### src/rtl/s_des.sv
// rtl/s_des.sv - Simplified-DES encrypt/decrypt engine with registered output
module s_des (
  input  logic       clk,
  input  logic       rst_n,
  input  logic       start,
  input  logic       encrypt,
  input  logic [9:0] key,
  input  logic [7:0] plaintext,
  output logic [7:0] ciphertext,
  output logic       done
);

  // S0 lookup: row = {bit1, bit4}, col = {bit2, bit3}
  function automatic logic [1:0] sbox0(input logic [3:0] n);
    logic [1:0] v;
    case ({n[3], n[0], n[2], n[1]})
      4'd0:  v = 2'd1;  4'd1:  v = 2'd0;  4'd2:  v = 2'd3;  4'd3:  v = 2'd2;
      4'd4:  v = 2'd3;  4'd5:  v = 2'd2;  4'd6:  v = 2'd1;  4'd7:  v = 2'd0;
      4'd8:  v = 2'd0;  4'd9:  v = 2'd2;  4'd10: v = 2'd1;  4'd11: v = 2'd3;
      4'd12: v = 2'd3;  4'd13: v = 2'd1;  4'd14: v = 2'd3;  default: v = 2'd2;
    endcase
    return v;
  endfunction

  // S1 lookup: same row/column addressing as S0
  function automatic logic [1:0] sbox1(input logic [3:0] n);
    logic [1:0] v;
    case ({n[3], n[0], n[2], n[1]})
      4'd0:  v = 2'd0;  4'd1:  v = 2'd1;  4'd2:  v = 2'd2;  4'd3:  v = 2'd3;
      4'd4:  v = 2'd2;  4'd5:  v = 2'd0;  4'd6:  v = 2'd1;  4'd7:  v = 2'd3;
      4'd8:  v = 2'd3;  4'd9:  v = 2'd0;  4'd10: v = 2'd1;  4'd11: v = 2'd0;
      4'd12: v = 2'd2;  4'd13: v = 2'd1;  4'd14: v = 2'd0;  default: v = 2'd3;
    endcase
    return v;
  endfunction

  // Round function: EP expansion, key mix, S-boxes, P4
  function automatic logic [3:0] f_round(input logic [3:0] r, input logic [7:0] k);
    logic [7:0] x;
    logic [3:0] s;
    x = {r[0], r[3], r[2], r[1], r[2], r[1], r[0], r[3]} ^ k;
    s = {sbox0(x[7:4]), sbox1(x[3:0])};
    return {s[2], s[0], s[1], s[3]};
  endfunction

  // P8 selects 8 of the 10 shifted key bits
  function automatic logic [7:0] p8(input logic [9:0] v);
    return {v[4], v[7], v[3], v[6], v[2], v[5], v[0], v[1]};
  endfunction

  logic [9:0] p10;
  logic [4:0] hl, hr;
  logic [7:0] k1, k2, ka, kb;
  logic [7:0] ip;
  logic [3:0] l0, r0, l1, l2;
  logic [7:0] result;

  // Key schedule: P10, per-half rotations by 1 and 3, then P8
  assign p10 = {key[7], key[5], key[8], key[3], key[6], key[0], key[9], key[1], key[2], key[4]};
  assign hl  = p10[9:5];
  assign hr  = p10[4:0];
  assign k1  = p8({hl[3:0], hl[4], hr[3:0], hr[4]});
  assign k2  = p8({hl[1:0], hl[4:2], hr[1:0], hr[4:2]});

  // Decryption is the same network with the subkey order reversed
  assign ka = encrypt ? k1 : k2;
  assign kb = encrypt ? k2 : k1;

  // Two Feistel rounds with the half swap folded into the wiring
  assign ip     = {plaintext[6], plaintext[2], plaintext[5], plaintext[7],
                   plaintext[4], plaintext[0], plaintext[3], plaintext[1]};
  assign l0     = ip[7:4];
  assign r0     = ip[3:0];
  assign l1     = l0 ^ f_round(r0, ka);
  assign l2     = r0 ^ f_round(l1, kb);
  assign result = {l2[0], l2[3], l2[1], l1[3], l1[1], l2[2], l1[0], l1[2]};

  // Output register: capture on start, hold otherwise, done pulses per request
  always_ff @(posedge clk or negedge rst_n) begin
    if (!rst_n) begin
      ciphertext <= 8'h00;
      done       <= 1'b0;
    end else begin
      done <= start;
      if (start) begin
        ciphertext <= result;
      end
    end
  end

endmodule

### config.mk
export PLATFORM = sky130hd
export DESIGN_NAME = s_des
export DESIGN_NICKNAME = d
export VERILOG_FILES = /design/src/rtl/s_des.sv
export SDC_FILE = /design/constraint.sdc
export NUM_CORES = 1
export LEC_CHECK = 0
export ABC_AREA = 1
export BUFFER_PORTS_ARGS = -buffer_cell sky130_fd_sc_hd__buf_2
export CAP_MARGIN = 20
export CORE_MARGIN = 1
export CORE_UTILIZATION = 43
export CTS_BUF_LIST = sky130_fd_sc_hd__clkbuf_8
export DETAILED_ROUTE_END_ITERATION = 8
export GPL_ROUTABILITY_DRIVEN = 0
export PLACE_DENSITY = 0.66
export SLEW_MARGIN = 20
export SYNTH_ARGS = -nofsm -noshare
export SYNTH_HDL_FRONTEND = slang
export SYNTH_SLANG_ARGS = --single-unit
### constraint.sdc
create_clock -name clk -period 0.8 [get_ports clk]
set_input_delay 0.08 -clock clk [delete_from_list [all_inputs] [get_ports clk]]
set_output_delay 0.08 -clock clk [all_outputs]
set_load 0.005 [all_outputs]
; ---- Word level (Yosys, flattened, before mapping)
; Memories as Yosys holds them, arrays and structs flattened.
; Cells that the tools add are included.
; Widths: inputs -> output; s select.
[word_totals]
reg_bits = 9
rom_bits = 128
inputBits = 22
out_inout_bits = 9
elab_cells = 12
memories = 4
[classes]
n_mux = 2
n_bitwise = 4
[memory_table]
columns = memory, depth, width, read_ports, rd_clocked_by_memory_dff, write_ports, line
row1 = (no name shown), 16, 2, 1, 0, 0, 16  ; case ({n[3], n[0], n[2], n[1]})
row2 = (no name shown), 16, 2, 1, 0, 0, 28  ; case ({n[3], n[0], n[2], n[1]})
row3 = (no name shown), 16, 2, 1, 0, 0, 16
row4 = (no name shown), 16, 2, 1, 0, 0, 28
[op_table]
columns = op, count
row1 = $mux 8, 2
row2 = $xor 8x8->8, 2
row3 = $xor 4x4->4, 2

; ---- Logic depth before layout (Yosys ltp)
; An unclocked memory read counts as a cell.
[depth]
ltp_word = 7
mapped_depth = 22
ltp_nobuf = 20

; ---- Worst setup path after synthesis
; Ideal clock, no wire load.
[synth_timing]
kind = input port to flip-flop
startpoint = input port encrypt
endpoint = register ciphertext[5]
setup_time_ps = 117
arrival_ps = 2056
t_required_ps = 683
slack_ps = -1374
path_stages = 18
path_buffers = 2
path_cell_list = buf_6 -> inv_8 -> buf_6 -> nand2_1 -> nand3_1 -> nand2_1 -> ha_1 -> or2_1 -> nand3_2 -> nand2_2 -> nand2_1 -> nand2_2 -> ha_1 -> or2_1 -> nand2_1 -> nand2_1 -> nand3_1 -> nand2_1
[synth_via]
elab_chain_cells = 7
elab_cells_between_ends = 9
cone_classes = mux: 2 / bitwise: 4 / memory: 3
[synth_lines]
columns = element, line
row1 = "start, declared", 6  ; input logic encrypt,
row2 = $mux 8, 66  ; assign ka = encrypt ? k1 : k2;
row3 = $xor 8x8->8, 41  ; x = {r[0], r[3], r[2], r[1], r[2], r[1], r[0], r[3]} ^ k;
row4 = "$mem_v2 16x2, on equally long branches", n/a
row5 = $xor 4x4->4, 74  ; assign l1 = l0 ^ f_round(r0, ka);
row6 = $xor 8x8->8 *, 41
row7 = $mem_v2 16x2 *, n/a
row8 = $xor 4x4->4 *, 75  ; assign l2 = r0 ^ f_round(l1, kb);
row9 = "end signal, assigned", 86  ; ciphertext <= result;
row10 = "end, declared", 9  ; output logic [7:0] ciphertext,
; Every way passes the cells marked *; elsewhere a longest branch is shown, timed or not.
; A chain may end at the register's enable or synchronous reset.

; ---- Worst setup path in the final report
; Ends and elaborated chain as after synthesis.

==> impl_metrics.ini <==
[final_layout]
final_cells = 385
final.fill_count = 138
diodes = 0
seq_area_um2 = 225
area_growth_pct = 91.1
fin_nets = 368
multi_input_area_um2 = 1410
drive_above_1_share = 0.627

[synth]
yosys.cell_count.top_type = nand2_1
ys.flop_type = dfrtp_1
synth_edf_count = 0
avgSynthCellArea_um2 = 5.52
seq_area_frac_synth = 0.167
synth_fa_ha_area_frac = 0.0185
synth_top_area_share = 0.311
syn_area_um2 = 1350
synth_cells = 245
synth_top_family_by_area = simple AND/OR/NAND/NOR gates
synth_area_leader_cell = nand2_1
synth-seq-cells = 9
synth_common_cells = 112 x nand2_1, 53 x nand3_1, 24 x inv_1
synthArstFlopShare = 1.00
synth_xor_area_frac = 0.0185
ys.warnings.count = 0
synth_fp_nets = 269
ys_types = 19
synth.area.top_cells = nand2_1 31%, nand3_1 20%, dfrtp_1 17%
synth-compound-area-share = 0.0269
synth_mux_area_frac = 0
synthSimpleGateAreaFrac = 0.664

[floorplan]
coreArea_um2 = 2880
ioPinCount = 31
rows = 19
start_util = 0.470
dieWidth_um = 58.1
design.die.area_um2 = 3370
die_h_um = 58.1

[min_path]
min_to = done$_DFF_PN0_
hold_path_depth = 2
hp-start = start
hold_path_class = input pin to flip-flop

[cts]
cts_buffer_depth = 2
path_clk_slew_ns = 0.04
clkLatencyLatePin_ns = 0.23
clock_sinks = 9
htreeDepth = 1
cts_tree = done
root_buffer = clkbuf_8
numCtsBuffers = 3

[drt]
drt_iter0_markers = 133
postRouteAntennaNets = 0
vias = 2083
wl_per_cell_um = 15.1
firstDrtPassIters = 9
drcViolationCount = 2
drt-total-wl_um = 5810
routed_via_density = 5.41

[worst_setup_path]
r2r.worst_path.cells = 3
crit_path_end_kind = flip-flop
r2r_slack_ns = 0.05
criticalPathCategory = input pin to flip-flop
crit_family = simple AND/OR/NAND/NOR gates
crit_fanout = 8
max_stage_delay_ns = 0.22
crit_path_cell_trace = buf_12 -> inv_12 -> buf_6 -> buf_4 -> nand2_2 -> nand3_2 -> nand2_2 -> nand2_2 -> nand2_1 -> nand2_1 -> nand3_2 -> nand2_2 -> nand2_2 -> nand2_4 -> ha_4 -> or2_1 -> nand2_1 -> nand2_1 -> nand3_1 -> nand2_1
r2r_end = ciphertext[1]$_DFFE_PN0P_
worstPathArrival_ns = 2.04
r2r-start = ciphertext[1]$_DFFE_PN0P_
start_kind = input pin
critPathBufInv = 4
cp.required_ns = 0.92
critPathSlowestCell = ha_4

[placement]
port_buffers = 30
place_ws_ns = -1.42
place_inst = 364
dp_hpwl_um = 3170

[status]
violations = design-rule violations, negative setup slack
outcome = complete, but fails checks

[sta]
fin_skew_ns = 0
worst_pin_slew_ns = 0.527
max_freq_mhz = 521
fin_crit_sh = 2.40
drv_slew = 0
hold_viol_final = 0
period_needed_ns = 1.92
slew_headroom = 0.645
setup_viol = 13
rsz0062_at_grt = yes
worst_slack_ns = -1.12

[job]
maxCapViolCount = 0

[global_route]
grt_max_degree = 11
grt_pass1_wl_um = 7630
antenna_found_initial = 0
grt_overflow = 0
grt_pass1_vias = 1802
track_usage = 0.292

[power]
finalPower_mw = 3.36
power_density_nw_per_um2 = 1300
irDropWorstVdd_uv = 672
p_leak_nw = 1.44
[worst register-to-register path, stage by stage (launching register included)]
cell and delay, ns:
dfrtp_1 0.37, buf_4 0.13, nand2_1 0.05, o21ai_1 0.07
[cell type report]
class	instances	share of cell area
timing repair buffer	96	0.280
timing repair inverter	1	0.00630
multi-input combinational	206	0.545
sequential	9	0.0872
tap	42	0.0203
clock buffer	3	0.0160
inverter	27	0.0441
clock inverter	1	0.00145
[metal layers]
layer  up-vias  GRT usage  wire length [um]
met5         -          0                 0
met4         0      0.116               303
met3        30     0.0201               319
met2       101      0.557              2970
met1       970      0.334              2220
li1        982          -                 -
[cell usage in the layout (no fill, tap or decap), types with 2 or more instances in the layout]
cell type	count
buf_6	11
dfrtp_1	9
or2_1	2
o21ai_1	2
nand3_2	24
clkbuf_8	3
nand3b_1	3
nand2_4	20
nand2_2	53
ha_4	2
buf_2	27
o21ai_0	3
nand3_4	3
inv_1	17
buf_4	55
nand3_1	32
inv_2	9
buf_12	2
nand2_1	55
[state kept, by name (all words and copies together), names as in the netlist]
name,count
ciphertext,8
done,1
[worst max-delay path by stage]
stage,from,endpoint,slack (ns),depth (start not counted)
floorplan,encrypt,ciphertext[5]$_DFFE_PN0P_,-1.30,18
global placement,encrypt,ciphertext[5]$_DFFE_PN0P_,-1.38,17
detailed placement,encrypt,ciphertext[5]$_DFFE_PN0P_,-1.42,17
CTS,encrypt,ciphertext[5]$_DFFE_PN0P_,-0.97,17
global route,encrypt,ciphertext[5]$_DFFE_PN0P_,-1.23,19
finish,encrypt,ciphertext[5]$_DFFE_PN0P_,-1.12,20
[report_power, final]
group	leakage [nW]	internal (mW)	total, mW	switching [mW]
registers	0.107	0.544	0.582	0.0385
clock network	0.0269	0.333	0.507	0.173
logic	1.31	1.02	2.27	1.26
total	1.44	1.90	3.36	1.47
[cell families after synthesis]
kind of cell | after synthesis
simple gates | 195
buf+inv | 30
flops | 9
compound gates | 7
xor+xnor | 2
fa+ha+maj | 2
[through the flow]
stage	utilization	TNS [ns]	instance area (um2)	hold WS, ns
2_1_floorplan	-	-5.80	1460	-0.216
3_3_place_gp	0.689	-8.17	1980	-0.0669
3_5_place_dp	0.689	-8.55	1980	-0.0654
4_1_cts	0.798	-5.23	2290	0.119
5_1_grt	0.898	-7.02	2580	0.138
6_report	0.898	-6.07	2580	0.134
[what timing repair did]
action                                  in CTS  in global routing
cloned                                       1                  0
setup buffers                               15                  2
resized for setup                           37                 79
hold buffers                                 1                  0
endpoints found under the hold margin        9                  0
endpoints found under the setup margin      15                 16
pin swaps                                   28                 44
Power figures use the tool's default switching activity.
